[config.mk]
export PLATFORM = sky130hd
export DESIGN_NAME = nvram_upload_reader
export DESIGN_NICKNAME = d
export VERILOG_FILES = /design/src/rtl/nvram_upload_pkg.sv /design/src/rtl/crc16_ccitt_byte.sv /design/src/rtl/nvram_upload_reader.sv
export SDC_FILE = /design/constraint.sdc
export NUM_CORES = 1
export LEC_CHECK = 0
export ABC_AREA = 1
export BUFFER_PORTS_ARGS = -buffer_cell sky130_fd_sc_hd__buf_2
export CAP_MARGIN = 20
export CORE_MARGIN = 1
export CORE_UTILIZATION = 34
export DETAILED_ROUTE_END_ITERATION = 7
export PLACE_DENSITY = 0.69
export REMOVE_ABC_BUFFERS = 1
export SKIP_LAST_GASP = 1
export SYNTH_ARGS = -nofsm -noshare
export SYNTH_HDL_FRONTEND = slang
export SYNTH_HIERARCHICAL = 1
export SYNTH_SLANG_ARGS = --single-unit
[constraint.sdc]
create_clock -name clk_sys -period 1.3 [get_ports clk_sys]
set_input_delay 0.065 -clock clk_sys [delete_from_list [all_inputs] [get_ports clk_sys]]
set_output_delay 0.065 -clock clk_sys [all_outputs]
set_load 0.1 [all_outputs]
[src/rtl/nvram_upload_pkg.sv]
// nvram_upload_pkg: shared types and helpers for the NVRAM upload reader.
//   - state_e      : byte-serve FSM states
//   - CRC16_POLY   : CRC-16/CCITT polynomial
//   - CRC16_INIT   : CRC-16/CCITT-FALSE initial value
//   - crc16_byte() : folds one byte into a CRC-16/CCITT-FALSE value (MSB first)
package nvram_upload_pkg;

  typedef enum logic [2:0] {
    StIdle,
    StArb,
    StFetch,
    StWait,
    StPresent
  } state_e;

  localparam logic [15:0] CRC16_POLY = 16'h1021;
  localparam logic [15:0] CRC16_INIT = 16'hFFFF;

  function automatic logic [15:0] crc16_byte(input logic [15:0] crc, input logic [7:0] data_byte);
    logic [15:0] c;
    c = crc ^ {data_byte, 8'h00};
    for (int i = 0; i < 8; i++) begin
      c = c[15] ? ((c << 1) ^ CRC16_POLY) : (c << 1);
    end
    return c;
  endfunction

endpackage

[src/rtl/crc16_ccitt_byte.sv]
// crc16_ccitt_byte: combinational one-byte step of CRC-16/CCITT-FALSE.
// Ports:
//   crc_i  [15:0] current CRC value
//   data_i [7:0]  byte to fold in
//   crc_o  [15:0] CRC after folding in data_i
module crc16_ccitt_byte
  import nvram_upload_pkg::*;
(
  input  logic [15:0] crc_i,
  input  logic [7:0]  data_i,
  output logic [15:0] crc_o
);

  always_comb begin
    crc_o = crc16_byte(crc_i, data_i);
  end

endmodule

[src/rtl/nvram_upload_reader.sv]
// nvram_upload_reader: streams a fixed work-RAM region (hiscore/NVRAM) to the HPS
// over the ioctl upload channel.
// Optional feature macro: NVRAM_UPLOAD_CRC_EN (appends a 2-byte CRC-16 trailer).
// Ports:
//   clk_sys, RESET_n          clock, synchronous active-low reset
//   save_trig                 pulse requesting an upload
//   ioctl_upload/_index/_rd/_addr   HPS upload channel inputs
//   ioctl_upload_req          one-cycle upload request to hps_io
//   ioctl_din, ioctl_wait     byte returned to the HPS and hold-off strobe
//   pause_req, pause_ack      CPU pause handshake guarding the RAM port
//   ram_addr, ram_rd, ram_q   RAM read port
module nvram_upload_reader
  import nvram_upload_pkg::*;
#(
  parameter logic [7:0]  INDEX       = 8'd4,
  parameter int unsigned AW          = 16,
  parameter logic [AW-1:0] REGION_BASE = '0,
  parameter int unsigned REGION_LEN  = 256,
  parameter int unsigned RAM_LATENCY = 1
) (
  input  logic          clk_sys,
  input  logic          RESET_n,
  input  logic          save_trig,
  input  logic          ioctl_upload,
  input  logic [7:0]    ioctl_index,
  input  logic          ioctl_rd,
  input  logic [24:0]   ioctl_addr,
  output logic          ioctl_upload_req,
  output logic [7:0]    ioctl_din,
  output logic          ioctl_wait,
  output logic          pause_req,
  input  logic          pause_ack,
  output logic [AW-1:0] ram_addr,
  output logic          ram_rd,
  input  logic [7:0]    ram_q
);

  localparam logic [24:0] LenW = 25'(REGION_LEN);
  localparam logic [1:0]  Lat  = 2'(RAM_LATENCY);

  logic          active;
  state_e        state_q, state_d;
  logic [24:0]   addr_q, addr_d;
  logic [1:0]    cnt_q, cnt_d;
  logic          trig_q;
  logic          req_q, req_d;
  logic          pause_q;
  logic [7:0]    din_q, din_d;
  logic          wait_q, wait_d;
  logic [AW-1:0] ram_addr_q, ram_addr_d;
  logic          ram_rd_q, ram_rd_d;
  logic          in_range;
  logic [7:0]    oor_byte;

  assign active   = ioctl_upload && (ioctl_index == INDEX);
  assign in_range = addr_q < LenW;

`ifdef NVRAM_UPLOAD_CRC_EN
  logic [15:0] crc_q, crc_d, crc_seed, crc_next;
  logic [24:0] next_q, next_d;
  logic        bad_q, bad_d;
  logic        capture;

  // Address 0 restarts the checksum, so seed from INIT rather than the running value.
  assign crc_seed = (addr_q == '0) ? CRC16_INIT : crc_q;
  assign capture  = active && (state_q == StWait) && (cnt_q == Lat);

  crc16_ccitt_byte u_crc (
    .crc_i  (crc_seed),
    .data_i (ram_q),
    .crc_o  (crc_next)
  );

  always_comb begin
    crc_d  = crc_q;
    next_d = next_q;
    bad_d  = bad_q;
    if (capture) begin
      if (addr_q == '0) begin
        crc_d  = crc_next;
        next_d = 25'd1;
        bad_d  = 1'b0;
      end else if (addr_q == next_q) begin
        crc_d  = crc_next;
        next_d = next_q + 25'd1;
      end else begin
        bad_d = 1'b1;
      end
    end
  end

  always_comb begin
    oor_byte = 8'h00;
    if (!bad_q) begin
      if (addr_q == LenW) begin
        oor_byte = crc_q[15:8];
      end else if (addr_q == LenW + 25'd1) begin
        oor_byte = crc_q[7:0];
      end
    end
  end

  always_ff @(posedge clk_sys) begin
    if (!RESET_n) begin
      crc_q  <= CRC16_INIT;
      next_q <= '0;
      bad_q  <= 1'b0;
    end else begin
      crc_q  <= crc_d;
      next_q <= next_d;
      bad_q  <= bad_d;
    end
  end
`else
  assign oor_byte = 8'h00;
`endif

  always_comb begin
    state_d    = state_q;
    addr_d     = addr_q;
    cnt_d      = cnt_q;
    din_d      = din_q;
    wait_d     = wait_q;
    ram_addr_d = ram_addr_q;
    ram_rd_d   = 1'b0;
    // Rising edge only, and never while an upload is already running.
    req_d      = save_trig && !trig_q && !active;

    if (state_q != StIdle && !active) begin
      // Upload dropped mid-read: abandon the byte, keep the last presented value.
      state_d = StIdle;
      wait_d  = 1'b0;
    end else begin
      unique case (state_q)
        StIdle: begin
          if (ioctl_rd && active) begin
            addr_d  = ioctl_addr;
            wait_d  = 1'b1;
            state_d = StArb;
          end
        end
        StArb: begin
          if (pause_ack) begin
            if (in_range) begin
              ram_addr_d = REGION_BASE + addr_q[AW-1:0];
              ram_rd_d   = 1'b1;
              state_d    = StFetch;
            end else begin
              din_d   = oor_byte;
              state_d = StPresent;
            end
          end
        end
        StFetch: begin
          // ram_rd is high this cycle; data lands Lat cycles from now.
          cnt_d   = 2'd1;
          state_d = StWait;
        end
        StWait: begin
          if (cnt_q == Lat) begin
            din_d   = ram_q;
            state_d = StPresent;
          end else begin
            cnt_d = cnt_q + 2'd1;
          end
        end
        StPresent: begin
          wait_d  = 1'b0;
          state_d = StIdle;
        end
        default: state_d = StIdle;
      endcase
    end
  end

  always_ff @(posedge clk_sys) begin
    if (!RESET_n) begin
      state_q    <= StIdle;
      addr_q     <= '0;
      cnt_q      <= '0;
      trig_q     <= 1'b0;
      req_q      <= 1'b0;
      pause_q    <= 1'b0;
      din_q      <= 8'h00;
      wait_q     <= 1'b0;
      ram_addr_q <= '0;
      ram_rd_q   <= 1'b0;
    end else begin
      state_q    <= state_d;
      addr_q     <= addr_d;
      cnt_q      <= cnt_d;
      trig_q     <= save_trig;
      req_q      <= req_d;
      pause_q    <= active;
      din_q      <= din_d;
      wait_q     <= wait_d;
      ram_addr_q <= ram_addr_d;
      ram_rd_q   <= ram_rd_d;
    end
  end

  assign ioctl_upload_req = req_q;
  assign ioctl_din        = din_q;
  assign ioctl_wait       = wait_q;
  assign pause_req        = pause_q;
  assign ram_addr         = ram_addr_q;
  assign ram_rd           = ram_rd_q;

endmodule

==> impl_metrics.xml, run 1 <==
<?xml version="1.0" encoding="UTF-8"?>
<metrics>
  <group name="placement">
    <metric name="port_buffer_count" unit="">74</metric>
    <metric name="gp_congestion" unit="">0.849</metric>
    <metric name="detailedPlacementHpwl" unit="µm">3730</metric>
    <metric name="detailed_place.area" unit="µm²">3150</metric>
    <metric name="place_inst" unit="">470</metric>
  </group>
  <group name="pwr">
    <metric name="power.switching_fraction" unit="%">21.6</metric>
    <metric name="cellPowerDensity" unit="nW/µm²">939</metric>
    <metric name="clockPowerShare" unit="%">44.5</metric>
    <metric name="p_comb_share" unit="%">6.5</metric>
    <metric name="netSwitchingPower" unit="µW">799</metric>
    <metric name="power_report.internal_total" unit="µW">2890</metric>
    <metric name="seq_power_share" unit="%">49.1</metric>
    <metric name="ir_drop" unit="V">0.000463</metric>
    <metric name="power.static_leakage" unit="µW">0.00161</metric>
    <metric name="fin_total_pwr" unit="µW">3690</metric>
  </group>
  <group name="cells_and_area">
    <metric name="fraction_of_layout_cells_with_a_size_suffix_above_1" unit="%">54.8</metric>
    <metric name="final_cell_area" unit="µm²">3930</metric>
    <metric name="final.fill_count" unit="">644</metric>
    <metric name="mostFrequentLayoutCells" unit="">74 x buf_2, 56 x dfxtp_1, 33 x inv_1</metric>
    <metric name="layout.nets" unit="">453</metric>
    <metric name="most_frequent_standard_cell_in_the_layout_excluding_fill_and_tap_cells" unit="">buf_2</metric>
    <metric name="final_cell_count_no_fill" unit="">505</metric>
    <metric name="areaGrowthSynthToFinish" unit="%">57.2</metric>
    <metric name="num_antenna_cells" unit="">0</metric>
  </group>
  <group name="grt">
    <metric name="grt_pass1_wl" unit="µm">9620</metric>
    <metric name="grt_start_max_net_pins" unit="">30</metric>
    <metric name="gr_overflow_total" unit="">0</metric>
    <metric name="grt_use_total" unit="%">16.3</metric>
    <metric name="first_global_vias" unit="">2221</metric>
    <metric name="number_of_antenna_violations_at_the_first_check_in_global_routing" unit="">0</metric>
  </group>
  <group name="sta">
    <metric name="timing.slew.headroom" unit="%">66.9</metric>
    <metric name="fin_worst_skew" unit="ns">0.0103</metric>
    <metric name="setup_slack" unit="ns">-0.0407</metric>
    <metric name="unrepaired_setup_endpoints_after_global_routing" unit="">yes</metric>
    <metric name="slew_violations" unit="">0</metric>
    <metric name="max_slew.worst_pin.slew" unit="ns">0.500</metric>
    <metric name="min_period_over_period" unit="%">103</metric>
    <metric name="layout_min_cycle_time" unit="ns">1.34</metric>
    <metric name="achievable-frequency" unit="MHz">746</metric>
    <metric name="finalSetupViolations" unit="">38</metric>
    <metric name="worst_hold_slack" unit="ns">0.0140</metric>
    <metric name="setup_total_negative_slack" unit="ns">-0.511</metric>
    <metric name="final_hold_violating_endpoints" unit="">0</metric>
  </group>
  <group name="synth">
    <metric name="synth-warning-count" unit="">6</metric>
    <metric name="ys_types" unit="">31</metric>
    <metric name="ys_ff_latch" unit="">59</metric>
    <metric name="netlist_area" unit="µm²">2500</metric>
    <metric name="synthesis.instances" unit="">287</metric>
    <metric name="synth-seq-area-share" unit="%">47.2</metric>
    <metric name="syn-mean-instance-area" unit="µm²">8.71</metric>
  </group>
  <group name="detailed_routing">
    <metric name="detailedRoute.firstIterationViolations" unit="">76</metric>
    <metric name="dr_total_vias" unit="">2254</metric>
    <metric name="remaining_antenna_violation_count_after_routing" unit="">0</metric>
    <metric name="routed_via_density" unit="">4.46</metric>
    <metric name="drt-pass1-iter-count" unit="">4</metric>
    <metric name="drc" unit="">0</metric>
    <metric name="detail_route.wl_per_cell" unit="µm">12.0</metric>
    <metric name="routed_wirelength" unit="µm">6070</metric>
  </group>
  <group name="clock_tree">
    <metric name="cts_inserted_buffers" unit="">9</metric>
    <metric name="cts.reportedPaths.clkPinSlew" unit="ns">0.06</metric>
    <metric name="ctsHtreeMaxLevel" unit="">3</metric>
    <metric name="cts.sinks" unit="">59</metric>
    <metric name="clock-root-buffer" unit="">clkbuf_8</metric>
    <metric name="cts_tree" unit="">done</metric>
    <metric name="clock_insertion_delay_worst_skew" unit="ns">0.32</metric>
    <metric name="ctsLongestPathBuffers" unit="">2</metric>
  </group>
  <group name="floorplanning">
    <metric name="floorplan.io_pins" unit="">75</metric>
    <metric name="core_region_area" unit="µm²">6940</metric>
    <metric name="design.die.area" unit="µm²">7700</metric>
    <metric name="floorplan.die.height" unit="µm">87.8</metric>
    <metric name="std_cell_rows" unit="">30</metric>
    <metric name="horizontal_die_dimension" unit="µm">87.8</metric>
    <metric name="initial_utilization" unit="%">36.0</metric>
  </group>
  <group name="setup_path">
    <metric name="worst_path_dominant_cell_family" unit="">simple AND/OR/NAND/NOR gates</metric>
    <metric name="setup.worst_path.start_class" unit="">register</metric>
    <metric name="cp_data_arrival_time" unit="ns">1.54</metric>
    <metric name="critical_path_required" unit="ns">1.50</metric>
    <metric name="slowest_delay" unit="ns">0.36</metric>
    <metric name="cp-end-kind" unit="">register</metric>
    <metric name="critical_path_buffers_and_inverters" unit="">3</metric>
    <metric name="slowest_stage" unit="">dfxtp_4</metric>
    <metric name="worst-r2r-cell-count" unit="">8</metric>
    <metric name="most_used_cell_cp" unit="">nor2_4</metric>
    <metric name="r2r_setup_slack" unit="ns">-0.04</metric>
    <metric name="regToRegEndpoint" unit="">addr_q[2]</metric>
    <metric name="classification_of_the_worst_setup_path" unit="">register to register</metric>
    <metric name="crit_path_max_fanout" unit="">6</metric>
    <metric name="regToRegStartpoint" unit="">state_q[0]</metric>
    <metric name="crit_chain" unit="">nor2_4, nand2_4, inv_4, nand3_4, buf_12, clkbuf_16, nor2_4, a211oi_2</metric>
  </group>
  <group name="worst_hold_path">
    <metric name="hp-class" unit="">primary input to register</metric>
    <metric name="hold-path-cell-count" unit="">3</metric>
    <metric name="hold_path_end" unit="">addr_q[19]</metric>
    <metric name="timing.hold.worst.start" unit="">ioctl_addr[19]</metric>
  </group>
  <group name="outcome">
    <metric name="failed_checks" unit="">negative setup slack</metric>
    <metric name="status" unit="">complete, but fails checks</metric>
  </group>
  <group name="job">
    <metric name="count_of_max_cap_constraint_violations" unit="">0</metric>
  </group>
</metrics>
==> worst register-to-register path: stages (launching register included) <==
cell and delay, ns:
dfxtp_4 0.36, nor2_4 0.14, nand2_4 0.08, inv_4 0.07, nand3_4 0.09, buf_12 0.17
clkbuf_16 0.17, nor2_4 0.11, a211oi_2 0.04
==> how the worst max path moves through the flow <==
stage	cells past startpoint	slack, ns	endpoint	startpoint
2_1_floorplan	6	-0.53	addr_q[0]	state_q[2]
3_3_place_gp	7	-0.07	ram_addr[5]	addr_q[11]
3_5_place_dp	7	-0.12	ram_addr[3]	addr_q[11]
4_1_cts	7	-0.04	addr_q[8]	state_q[0]
5_1_grt	9	-0.15	ioctl_din[1]	cnt_q[1]
6_report	8	-0.04	addr_q[2]	state_q[0]
==> area by class of cell <==
| cell class | count | area, µm² | area share, % |
|---|---|---|---|
| clock buffers | 13 | 159 | 4.04 |
| clock inverters | 2 | 35.0 | 0.891 |
| inverters | 39 | 149 | 3.79 |
| multi-input cells | 177 | 1400 | 35.6 |
| flip-flops and latches | 59 | 1190 | 30.2 |
| well taps | 96 | 120 | 3.06 |
| repair buffers | 119 | 880 | 22.4 |
==> layer usage <==
layer | GRT usage (%) | up-vias | wire length [µm]
met5 | 0 | - | 0
met4 | 7.75 | 0 | 133
met3 | 3.20 | 13 | 289
met2 | 27.3 | 67 | 2870
met1 | 20.0 | 1006 | 2780
li1 | - | 1168 | -
==> synthesized netlist by cell type, drive strengths merged <==
| cell type | number | area share [%] |
|---|---|---|
| nand2 | 42 | 8.0 |
| a21oi | 14 | 2.8 |
| ha | 1 | 0.50 |
| o31ai | 1 | 0.30 |
| a211oi | 25 | 11 |
| inv | 38 | 5.7 |
| buf | 8 | 2.5 |
| a21boi | 1 | 0.45 |
| nor3b | 9 | 2.7 |
| o21ai | 10 | 2.3 |
| dfxtp | 59 | 47 |
| clkbuf | 4 | 0.60 |
| nor2 | 55 | 11 |
| clkinv | 1 | 0.15 |
| nor3 | 10 | 2.0 |
| nand3 | 9 | 2.7 |
==> state kept, by name (all words and copies together) (netlist names) <==
name,flops
addr_q,25
cnt_q,2
ioctl_din,8
ioctl_upload_req,1
ioctl_wait,1
pause_req,1
ram_addr,16
ram_rd,1
state_q,3
trig_q,1
==> power groups by stage <==
| stage | logic (µW) | registers, µW | clock network (µW) |
|---|---|---|---|
| 6_report | 239 | 1810 | 1640 |
| 5_1_grt | 259 | 1810 | 1760 |
| 4_1_cts | 223 | 1810 | 1690 |
| 3_5_place_dp | 187 | 1850 | 0 |
| 3_3_place_gp | 184 | 1850 | 0 |
| 2_1_floorplan | 53.5 | 1870 | 0 |
==> through the flow <==
step           util, %  setup WS, ns
4_1_cts           54.0       -0.0369
3_5_place_dp      45.4        -0.118
2_1_floorplan        -        -0.535
3_3_place_gp      45.4       -0.0711
5_1_grt           56.6        -0.146
6_report          56.6       -0.0407
==> cells by family after synthesis <==
kind of cell / Yosys count / synth area share (%)
adder cells (fa/ha/maj): 1 / 0.500
AO/OA/AOI/OAI: 51 / 17.0
flip-flops: 59 / 47.2
AND/OR/NAND/NOR: 125 / 26.4
buffers and inverters: 51 / 8.90
==> repair_timing <==
action | CTS | global route
endpoints found under the hold margin | 9 | 0
endpoints found under the setup margin | 50 | 52
pin swaps | 11 | 13
buffers inserted | 8 | 1
hold buffers | 9 | 0
gates cloned | 2 | 2
resized for setup | 46 | 43
Power figures use the tool's default switching activity.
==> run 2, diff against run 1 <==
- SKIP_CTS_REPAIR_TIMING: not set -> 1
==> run 2 against run 1 <==
- the flow finishes with violations (negative hold slack, negative setup slack)
- critical path depth stayed put
- total power is 0.26% lower
- count of clock-buffer cells in the layout stayed put
- first-iteration DRC count is 67% higher
- cell area is 2.6% lower
- largest cell class unchanged
- critical path type unchanged
==> impl_metrics.xml, run 2 (same netlist as run 1, synthesis figures left out) <==
<?xml version="1.0" encoding="UTF-8"?>
<metrics>
  <group name="pwr">
    <metric name="clockPowerShare" unit="%">44.8</metric>
    <metric name="cellPowerDensity" unit="nW/µm²">962</metric>
    <metric name="netSwitchingPower" unit="µW">799</metric>
    <metric name="p_comb_share" unit="%">6.0</metric>
    <metric name="power.switching_fraction" unit="%">21.7</metric>
    <metric name="seq_power_share" unit="%">49.3</metric>
    <metric name="ir_drop" unit="V">0.000576</metric>
    <metric name="power_report.internal_total" unit="µW">2880</metric>
    <metric name="power.static_leakage" unit="µW">0.00159</metric>
  </group>
  <group name="setup_path">
    <metric name="regToRegStartpoint" unit="">addr_q[10]</metric>
    <metric name="critical_path_buffers_and_inverters" unit="">1</metric>
    <metric name="most_used_cell_cp" unit="">nor2_1</metric>
    <metric name="worst_path_dominant_cell_family" unit="">simple AND/OR/NAND/NOR gates</metric>
    <metric name="crit_path_max_fanout" unit="">9</metric>
    <metric name="cp_data_arrival_time" unit="ns">1.68</metric>
    <metric name="classification_of_the_worst_setup_path" unit="">register to register</metric>
    <metric name="r2r_setup_slack" unit="ns">-0.13</metric>
    <metric name="crit_chain" unit="">nor2_1, nand3_1, nor2_2, nand3_4, nor2_8, buf_4, o21ai_2, nor2_1</metric>
    <metric name="worst-r2r-cell-count" unit="">8</metric>
    <metric name="slowest_stage" unit="">dfxtp_1</metric>
    <metric name="critical_path_required" unit="ns">1.55</metric>
    <metric name="slowest_delay" unit="ns">0.31</metric>
    <metric name="regToRegEndpoint" unit="">ram_addr[6]</metric>
    <metric name="cp-end-kind" unit="">register</metric>
    <metric name="setup.worst_path.start_class" unit="">register</metric>
  </group>
  <group name="outcome">
    <metric name="failed_checks" unit="">negative hold slack, negative setup slack</metric>
    <metric name="status" unit="">complete, but fails checks</metric>
  </group>
  <group name="worst_hold_path">
    <metric name="hp-class" unit="">primary input to register</metric>
    <metric name="timing.hold.worst.start" unit="">save_trig</metric>
    <metric name="hold_path_end" unit="">trig_q</metric>
    <metric name="hold-path-cell-count" unit="">3</metric>
  </group>
  <group name="clock_tree">
    <metric name="ctsHtreeMaxLevel" unit="">3</metric>
    <metric name="ctsLongestPathBuffers" unit="">2</metric>
    <metric name="cts.reportedPaths.clkPinSlew" unit="ns">0.07</metric>
    <metric name="clock-root-buffer" unit="">clkbuf_8</metric>
    <metric name="cts_inserted_buffers" unit="">9</metric>
    <metric name="clock_insertion_delay_worst_skew" unit="ns">0.32</metric>
    <metric name="cts_tree" unit="">done</metric>
    <metric name="cts.sinks" unit="">59</metric>
  </group>
  <group name="cells_and_area">
    <metric name="final_cell_count_no_fill" unit="">500</metric>
    <metric name="layout.nets" unit="">448</metric>
    <metric name="most_frequent_standard_cell_in_the_layout_excluding_fill_and_tap_cells" unit="">buf_2</metric>
    <metric name="fraction_of_layout_cells_with_a_size_suffix_above_1" unit="%">56.7</metric>
    <metric name="largest_register_ffs" unit="">25</metric>
    <metric name="areaGrowthSynthToFinish" unit="%">53.1</metric>
    <metric name="final.fill_count" unit="">659</metric>
    <metric name="final_cell_area" unit="µm²">3830</metric>
    <metric name="num_antenna_cells" unit="">0</metric>
    <metric name="registers.top_by_ff_count" unit="">addr_q</metric>
    <metric name="mostFrequentLayoutCells" unit="">74 x buf_2, 56 x dfxtp_1, 33 x inv_1</metric>
  </group>
  <group name="placement">
    <metric name="place_inst" unit="">470</metric>
    <metric name="detailed_place.area" unit="µm²">3150</metric>
    <metric name="port_buffer_count" unit="">74</metric>
    <metric name="detailedPlacementHpwl" unit="µm">3730</metric>
    <metric name="gp_congestion" unit="">0.849</metric>
  </group>
  <group name="detailed_routing">
    <metric name="remaining_antenna_violation_count_after_routing" unit="">0</metric>
    <metric name="drt-pass1-iter-count" unit="">7</metric>
    <metric name="routed_via_density" unit="">4.58</metric>
    <metric name="detail_route.wl_per_cell" unit="µm">12.6</metric>
    <metric name="drc" unit="">0</metric>
    <metric name="detailedRoute.firstIterationViolations" unit="">127</metric>
    <metric name="dr_total_vias" unit="">2292</metric>
    <metric name="routed_wirelength" unit="µm">6290</metric>
  </group>
  <group name="sta">
    <metric name="achievable-frequency" unit="MHz">698</metric>
    <metric name="min_period_over_period" unit="%">110</metric>
    <metric name="unrepaired_setup_endpoints_after_global_routing" unit="">yes</metric>
    <metric name="final_hold_violating_endpoints" unit="">1</metric>
    <metric name="max_slew.worst_pin.slew" unit="ns">0.498</metric>
    <metric name="setup_slack" unit="ns">-0.133</metric>
    <metric name="timing.slew.headroom" unit="%">67.0</metric>
    <metric name="finalSetupViolations" unit="">47</metric>
    <metric name="worst_hold_slack" unit="ns">-0.0118</metric>
    <metric name="setup_total_negative_slack" unit="ns">-1.58</metric>
    <metric name="fin_worst_skew" unit="ns">0.0104</metric>
    <metric name="layout_min_cycle_time" unit="ns">1.43</metric>
    <metric name="slew_violations" unit="">0</metric>
  </group>
  <group name="floorplanning">
    <metric name="core_region_area" unit="µm²">6940</metric>
    <metric name="initial_utilization" unit="%">36.0</metric>
    <metric name="design.die.area" unit="µm²">7700</metric>
    <metric name="floorplan.io_pins" unit="">75</metric>
    <metric name="std_cell_rows" unit="">30</metric>
    <metric name="floorplan.die.height" unit="µm">87.8</metric>
    <metric name="horizontal_die_dimension" unit="µm">87.8</metric>
  </group>
  <group name="grt">
    <metric name="grt_start_max_net_pins" unit="">30</metric>
    <metric name="grt_use_total" unit="%">14.2</metric>
    <metric name="first_global_vias" unit="">1974</metric>
    <metric name="grt_pass1_wl" unit="µm">8420</metric>
    <metric name="gr_overflow_total" unit="">0</metric>
    <metric name="number_of_antenna_violations_at_the_first_check_in_global_routing" unit="">0</metric>
  </group>
  <group name="job">
    <metric name="count_of_max_cap_constraint_violations" unit="">0</metric>
  </group>
</metrics>
## run 2: changes by cell type in the layout (fill, tap and decap cells not counted), sizes merged
| cell | change |
|---|---|
| clkbuf | +2 |
| nand3 | +1 |
| buf | -3 |
| dlygate4sd3 | -5 |
## run 2: tightest hold or removal path: stages
cell and delay [ns]:
buf_2 0.09, nand2_1 0.08, inv_1 0.05
## run 2: area by class of cell
class	count	area (µm²)	area share (%)
Timing Repair Buffer	113	825	21.5
Multi-Input combinational cell	178	1360	35.4
Sequential cell	59	1180	30.9
Clock buffer	13	159	4.15
Clock inverter	2	35.0	0.915
Tap cell	96	120	3.14
Inverter	39	151	3.95
## run 2: worst max-delay path by stage
stage,start,depth (start not counted),endpoint,slack [ns]
5_1_grt,addr_q[20],9,ram_addr[6],-0.20
4_1_cts,addr_q[11],7,ram_addr[3],-0.12
6_report,addr_q[10],8,ram_addr[6],-0.13
3_3_place_gp,addr_q[11],7,ram_addr[5],-0.07
2_1_floorplan,state_q[2],6,addr_q[0],-0.53
3_5_place_dp,addr_q[11],7,ram_addr[3],-0.12
## run 2: metal layers
layer	track usage, %	part of all wire, %	vias to the layer above	routed length (µm)
li1	-	-	1162	-
met1	17.5	46	1042	2890
met2	22.8	47	75	2950
met3	3.20	5.0	13	312
met4	8.20	2.1	0	135
met5	0	0	-	0
## run 2: power groups by stage
| stage | combinational [µW] | clock, µW | sequential, µW |
|---|---|---|---|
| after floorplan | 53.5 | 0 | 1870 |
| after global placement | 184 | 0 | 1850 |
| after detailed placement | 187 | 0 | 1850 |
| after CTS | 188 | 1690 | 1810 |
| after global routing | 237 | 1760 | 1810 |
| final | 219 | 1650 | 1810 |
## run 2: per-stage QoR
stage          worst slack [ns]  total power (µW)  utilization [%]
6_report                 -0.133              3680             55.2
5_1_grt                  -0.199              3810             55.2
4_1_cts                  -0.123              3690             48.2
3_5_place_dp             -0.118              2040             45.4
3_3_place_gp            -0.0711              2040             45.4
2_1_floorplan            -0.535              1920                -
